--- src/rtl/thread_dispatcher.sv ---
// thread_dispatcher: issues LOAD, then fetches, decodes and issues instructions to one
// func_unit lane until RETURN (or budget exhaustion), then reports completion.
module thread_dispatcher #(
  parameter int PC_W      = 8,
  parameter int MAX_INSTR = 64
) (
  input  logic            clk,
  input  logic            rst,
  input  logic            launch_valid,
  output logic            launch_ready,
  input  logic [PC_W-1:0] launch_pc,
  output logic            imem_req,
  output logic [PC_W-1:0] imem_addr,
  input  logic            imem_rvalid,
  input  logic [31:0]     imem_rdata,
  output logic [2:0]      fu_type,
  output logic [4:0]      fu_regnum_1,
  output logic [4:0]      fu_regnum_2,
  output logic [4:0]      fu_dest_reg,
  output logic [5:0]      fu_shammt,
  output logic            fu_issue,
  input  logic            fu_thread_complete,
  output logic            busy,
  output logic            done,
  output logic            err
);
  localparam int CW = $clog2(MAX_INSTR + 1);
  localparam logic [2:0] T_LOAD = 3'b110;
  localparam logic [2:0] T_RET  = 3'b111;
  typedef enum logic [2:0] {IDLE, LOAD, FETCH, WAIT, ISSUE, FORCE, DRAIN, DONE} state_t;
  state_t          state_q;
  logic [PC_W-1:0] pc_q;
  logic [CW-1:0]   count_q;
  logic            imem_req_q;
  logic [PC_W-1:0] imem_addr_q;
  logic [2:0]      fu_type_q;
  logic [4:0]      fu_rs1_q;
  logic [4:0]      fu_rs2_q;
  logic [4:0]      fu_dest_q;
  logic [5:0]      fu_sh_q;
  logic            fu_issue_q;
  logic            done_q;
  logic            err_q;
  logic            unused_low;
  assign launch_ready = state_q == IDLE;
  assign busy         = state_q != IDLE;
  assign imem_req     = imem_req_q;
  assign imem_addr    = imem_addr_q;
  assign fu_type      = fu_type_q;
  assign fu_regnum_1  = fu_rs1_q;
  assign fu_regnum_2  = fu_rs2_q;
  assign fu_dest_reg  = fu_dest_q;
  assign fu_shammt    = fu_sh_q;
  assign fu_issue     = fu_issue_q;
  assign done         = done_q;
  assign err          = err_q;
  assign unused_low   = ^imem_rdata[7:0];
  // Outputs are registered: each branch loads what the next state must present.
  always_ff @(posedge clk or posedge rst) begin
    if (rst) begin
      state_q     <= IDLE;
      pc_q        <= '0;
      count_q     <= '0;
      imem_req_q  <= 1'b0;
      imem_addr_q <= '0;
      fu_type_q   <= T_RET;
      fu_rs1_q    <= '0;
      fu_rs2_q    <= '0;
      fu_dest_q   <= '0;
      fu_sh_q     <= '0;
      fu_issue_q  <= 1'b0;
      done_q      <= 1'b0;
      err_q       <= 1'b0;
    end else begin
      imem_req_q <= 1'b0;
      fu_type_q  <= T_RET;
      fu_rs1_q   <= '0;
      fu_rs2_q   <= '0;
      fu_dest_q  <= '0;
      fu_sh_q    <= '0;
      fu_issue_q <= 1'b0;
      done_q     <= 1'b0;
      case (state_q)
        IDLE: if (launch_valid) begin
          state_q    <= LOAD;
          pc_q       <= launch_pc;
          count_q    <= '0;
          err_q      <= 1'b0;
          fu_type_q  <= T_LOAD;
          fu_issue_q <= 1'b1;
        end
        LOAD: begin
          state_q     <= FETCH;
          imem_req_q  <= 1'b1;
          imem_addr_q <= pc_q;
        end
        FETCH: begin
          state_q <= WAIT;
          count_q <= count_q + CW'(1);
        end
        WAIT: if (imem_rvalid) begin
          state_q    <= ISSUE;
          fu_type_q  <= imem_rdata[31:29];
          fu_dest_q  <= imem_rdata[28:24];
          fu_rs1_q   <= imem_rdata[23:19];
          fu_rs2_q   <= imem_rdata[18:14];
          fu_sh_q    <= imem_rdata[13:8];
          fu_issue_q <= 1'b1;
        end
        ISSUE: begin
          pc_q <= pc_q + PC_W'(1);
          if (fu_type_q == T_RET) state_q <= DRAIN;
          else if (count_q == CW'(MAX_INSTR)) begin
            state_q    <= FORCE;
            fu_issue_q <= 1'b1;
          end else begin
            state_q     <= FETCH;
            imem_req_q  <= 1'b1;
            imem_addr_q <= pc_q + PC_W'(1);
          end
        end
        FORCE: begin
          state_q <= DRAIN;
          err_q   <= 1'b1;
        end
        DRAIN: if (fu_thread_complete) begin
          state_q <= DONE;
          done_q  <= 1'b1;
        end
        DONE: state_q <= IDLE;
      endcase
    end
  end
endmodule

--- config.mk ---
export PLATFORM = sky130hd
export DESIGN_NAME = thread_dispatcher
export DESIGN_NICKNAME = d
export VERILOG_FILES = /design/src/rtl/thread_dispatcher.sv
export SDC_FILE = /design/constraint.sdc
export NUM_CORES = 1
export LEC_CHECK = 0
export CAP_MARGIN = 10
export CELL_PAD_IN_SITES_DETAIL_PLACEMENT = 2
export CELL_PAD_IN_SITES_GLOBAL_PLACEMENT = 2
export CORE_UTILIZATION = 27
export CTS_CLUSTER_DIAMETER = 50
export CTS_CLUSTER_SIZE = 14
export DETAILED_ROUTE_END_ITERATION = 10
export PLACE_DENSITY_LB_ADDON = 0.1
export SETUP_SLACK_MARGIN = 0.1
export SYNTH_ARGS = -nofsm -noshare
export SYNTH_HDL_FRONTEND = slang
export SYNTH_SLANG_ARGS = --single-unit
export TNS_END_PERCENT = 1
--- constraint.sdc ---
create_clock -name clk -period 1.9 [get_ports clk]
set_input_delay 0.38 -clock clk [delete_from_list [all_inputs] [get_ports clk]]
set_output_delay 0.38 -clock clk [all_outputs]
set_load 0.03 [all_outputs]
# After elaboration in Yosys (flattened, before gate mapping)
# Index checks and enable logic that the tools add are counted.
totals:
  output_inout_bits: 38
  elab_cells: 76
  regBits: 54
classes:
  reduce_logical: 11
  eq_ne: 14
  n_mux: 36
  n_addsub: 2
op_table:
  columns: ["cell", "n"]
  rows:
  - ["one-hot mux 8 bit (2 select lines)", 2]
  - ["two-way mux 5 bit", 6]
  - ["two-way mux 8 bit", 3]
  - ["one-hot mux 3 bit (8 select lines)", 1]
  - ["two-way mux 3 bit", 6]
  - ["equality test 3 bit, second input constant", 5]
  - ["one-hot mux 7 bit (2 select lines)", 1]
  - ["two-way mux 6 bit", 2]
  - ["two-way mux 1 bit", 10]
  - ["!= test 2 bit, second input constant", 5]
  - ["adder 8 x 1 -> 8 bit, second input constant", 1]
  - ["nonzero test 2 bit", 4]
  - ["adder 7 x 1 -> 7 bit, second input constant", 1]
  - ["equality test 7 bit, second input constant", 1]
  - ["two-way mux 7 bit", 1]
  - ["equality test 3 x 2 -> 1 bit, second input constant", 2]
  - ["one-hot mux 3 bit (2 select lines)", 1]
  - ["AND reduction 2 bit", 3]
  - ["AND reduction 3 bit", 2]
  - ["one-hot mux 1 bit (2 select lines)", 2]
  - ["equality test 3 x 1 -> 1 bit, second input constant", 1]
  - ["zero test 3 bit", 1]
  - ["one-hot mux 1 bit (3 select lines)", 1]
  - ["nonzero test 3 bit", 1]

# Longest topological paths before layout
logic_depth:
  word_depth: 4
  ltp_mapped: 6
  ltp_nobuf: 6

# Worst setup path before layout
# No wires, ideal clock.
synth_timing:
  path_type: "register -> register"
  startpoint: "reg state_q[2]"
  endpoint: "reg count_q[2]"
  stages_incl_launch_ff: 6
  required_time_ns: 1.771
  arrival_time_ns: 1.615
  period_less_slack_ns: 1.744
  slack_ns: 0.156
  setup_time_ns: 0.129
  path_cell_list: "dfrtp_1 or3_1 inv_1 a21oi_1 o21ai_0 o21ai_0"
synth_via:
  elab_chain_cells: 3
synth_lines:
  columns: ["element", "line", "source"]
  rows:
  - ["from (decl)", "31", "state_t state_q;"]
  - ["from (signal assigned)", "61", "state_q <= IDLE;"]
  - ["from (signal assigned)", "85", "state_q <= LOAD;"]
  - ["from (signal assigned)", "93", "state_q <= FETCH;"]
  - ["zero test 3 bit *", null, null]
  - ["named net launch_ready", "10", "output logic launch_ready,"]
  - ["!= test 2 bit (no source line) / nonzero test 2 bit (equally long branches)", null, null]
  - ["AND reduction 2 bit (no source line)", null, null]
  - ["to (signal assigned)", "99", "count_q <= count_q + CW'(1);"]
  - ["to (decl)", "33", "logic [CW-1:0] count_q;"]
# The timed path passes the listed nets; every way through them passes the cells marked *.
# A chain may end at the register's enable or synchronous reset.

# Worst setup path in the final report
layout_timing:
  startpoint: "reg count_q[4]"
  endpoint: "reg fu_issue_q (netlist: fu_issue)"
layout_via:
  elab_chain_cells: 4
layout_lines:
  columns: ["element", "line", "source"]
  rows:
  - ["equality test 7 bit", "113", "else if (count_q == CW'(MAX_INSTR)) begin"]
  - ["two-way mux 1 bit", "113", null]
  - ["two-way mux 1 bit", "112", "if (fu_type_q == T_RET) state_q <= DRAIN;"]
  - ["one-hot mux 1 bit (3 select lines)", "83", "case (state_q)"]
  - ["to (signal assigned)", "81", "fu_issue_q <= 1'b0;"]
  - ["to (signal assigned)", "90", "fu_issue_q <= 1'b1;"]
  - ["to (signal assigned)", "115", "fu_issue_q <= 1'b1;"]
  - ["to (decl)", "41", "logic fu_issue_q;"]
# Every way passes these cells.

==> summary.md <==
| Metric | Value |
|---|---|
| Mean number of vias per cell | about 4.7 |
| Dpl ws | -77.7 ps |
| Global route overflow | 0 |
| Final Cycle Share | 95.7% |
| Drt initial violations | 40 |
| DRT antenna net count | 0 |
| Min Tclk post-route | 1820 ps |
| Routability congestion estimate from global placement | 0.694 |
| CTS tree | yes |
| CTS Buffer Depth | 2 |
| Maximum fanout along the worst path | 4 |
| Cell Rows | 33 |
| Sequential fraction of the synthesis area | between 50 and 60% |
| Worst-path clk slew | 100 ps |
| Synth area leaders | dfrtp_1 54%, and2_1 5.6%, dfstp_2 3.3%, mux2_2 3.3%, o21ai_0 3.2% |
| DR vias | 1929 |
| Final Max Tran Viols | 0 |
| Leakage Power | 1.53 nW |
| Core Footprint | 0.00834 sq mm |
| Layout area overhead | 50.2% |
| Skew final | about 6.1 ps |
| Number of global-route vias before repair | 2173 |
| Wire per inst | 16.2 microns |
| Synth cell count leaders | 51 x dfrtp_1, 21 x and2_1, 18 x nand2_1, 15 x o21ai_0, 13 x nor2_1 |
| Initial antenna violation count | 0 |
| Total CTS buffers | 5 |
| Finished Cell Area | 0.00354 sq mm |
| Post-Route Utilization | 42.4% |
| EDFF count, synth | 0 |
| All-Layer GR Usage | around 16% |
| Count leader, synth | dfrtp_1 |
| Full die area | 0.00910 sq mm |
| Largest net degree at the start of global routing | 22 |
| Crit path launch type | flop |
| Crit. End Element | flop |
| Mapped cell area | 0.00236 sq mm |
| CP required | 2090 ps |
| Top-area cell type share of the netlist area | 54.2% |
| Post-route setup slack | 81.0 ps |
| Initial core utilization | 28.2% |
| Synth Instances | roughly 220 |
| Most used flip-flop cell after synthesis | dfrtp_1 |
| Worst EP arrival | 2010 ps |
| Clock Latency Late Sink | 310 ps |
| TritonRoute pass-1 iters | 3 |
| RSZ-0062 raised after global routing | yes |
| DP HPWL | 5140 microns |
| Slew HR | 66.0% |
| Worst-Margin Slew | 510 ps |
| VDD IR-drop max | 398 uV |
| Worst hold path type | input pin to async pin |
| TritonCTS Sinks | 54 |
| Final setup TNS | 0 ps |
| Maximum clock rate | 0.550 GHz |
| Layout cell share with drive strength beyond 1 | ~17% |
| First-pass GRT wire length | 11000 microns |
| Net Count, Synth | 263 |
| H-tree depth | 2 |
| Endpoints failing setup | 0 |
| Total of max-cap violations | 0 |
| Root Driver | clkbuf_8 |
| Buffers added on ports | 74 |
| Final WL | approximately 6700 microns |
| Status | completed |
| Largest area contributor in the netlist | dfrtp_1 |
| Number of distinct library cells after synthesis | 39 |
| Final net count | 355 |
| Synth Register Bits | 54 |
| Ys async rst share | 100% |
| Fin. Hold Viols | 0 |
| Hold Buf Count CTS | 0 |
| Die height | 95.4 microns |
| Mean Syn Cell Area | 11.0 sq um |
| # IOs | 83 |
| Die X | 95.4 microns |
| WS Path Type | flop to flop |
| DRC | 0 |
| Power Density | 1470 mW/mm^2 |
| YS warnings | 0 |
| Instance area after placement | 0.00337 sq mm |
| ANT cells | 0 |
kinds of logic after synthesis:
family,count (synthesis),synth area share [%]
buffers and inverters,16,2.71
DFF,54,57.5
and+or+nand+nor,82,19.0
xor gates and xnor gates,9,3.35
adders and majority gates,3,1.59
muxes,11,5.05
AOI/OAI and AO/OA,40,10.8
repair_timing:
item	in CTS	in global routing
resized for setup	12	4
pin swaps	0	0
hold endpoints to repair	0	0
setup endpoints to repair	8	35
buffers inserted	0	1
cloned	0	0
critical path: stages (launching register included):
cell and delay [ps]:
dfrtp_1 440, or4_4 520, or3b_1 430, o221ai_1 300
cell usage in the layout, fill, tap and decap left out, types with 3 or more instances in the layout:
master	n
dfrtp_1	50
o21ai_0	15
clkbuf_8	6
buf_12	3
and2_1	21
dfstp_2	3
clkdlybuf4s50_1	69
nand4_1	4
xor2_1	6
xnor2_1	3
mux2_2	7
inv_1	5
and3_1	3
dlygate4sd2_1	3
nor2_1	13
mux2i_1	4
nand3_1	7
ha_1	3
buf_4	17
a21oi_1	12
nand2_1	18
path summary, 6_finish.rpt:
check                            from        endpoint  slack (ps)  cells after the start
max                        count_q[4]        fu_issue          80                      3
min                               rst    imem_addr[1]         420                      2
max reg2reg                count_q[4]        fu_issue          80                      3
min reg2reg                count_q[6]      count_q[6]         500                      1
max in group asynchronous         rst  fu_regnum_1[4]        1000                      3
min in group clk           count_q[6]      count_q[6]         500                      1
metal layers:
| metal | share of wire, % | up-vias | global-route usage (%) |
|---|---|---|---|
| li1 | - | 915 | - |
| met1 | 43 | 969 | 19.5 |
| met2 | 52 | 39 | 28.3 |
| met3 | 4.3 | 6 | 3.91 |
| met4 | 1.0 | 0 | 4.10 |
| met5 | 0 | - | 0 |
metrics by stage:
stage | std cells | hold WS (ps) | power (mW)
floorplan | 215 | 457 | 3.18
global placement | 404 | 485 | 4.17
detailed placement | 404 | 490 | 4.25
CTS | 412 | 430 | 5.26
global route | 413 | 452 | 5.55
finish | 413 | 425 | 5.19
area by class of cell:
| type | count | area, sq um |
|---|---|---|
| multi-input combinational | 145 | 958 |
| inverter | 7 | 28.8 |
| fill | 873 | 4800 |
| tap | 105 | 131 |
| timing repair buffer | 94 | 921 |
| sequential | 54 | 1360 |
| clock buffer | 6 | 82.6 |
| clock inverter | 2 | 60.1 |
where the power goes:
group	switching, mW	internal, mW	leakage, nW
Combinational	1.31	1.11	0.787
Sequential	0.295	1.52	0.676
Clock	0.394	0.562	0.0714
Power figures use the tool's default switching activity.
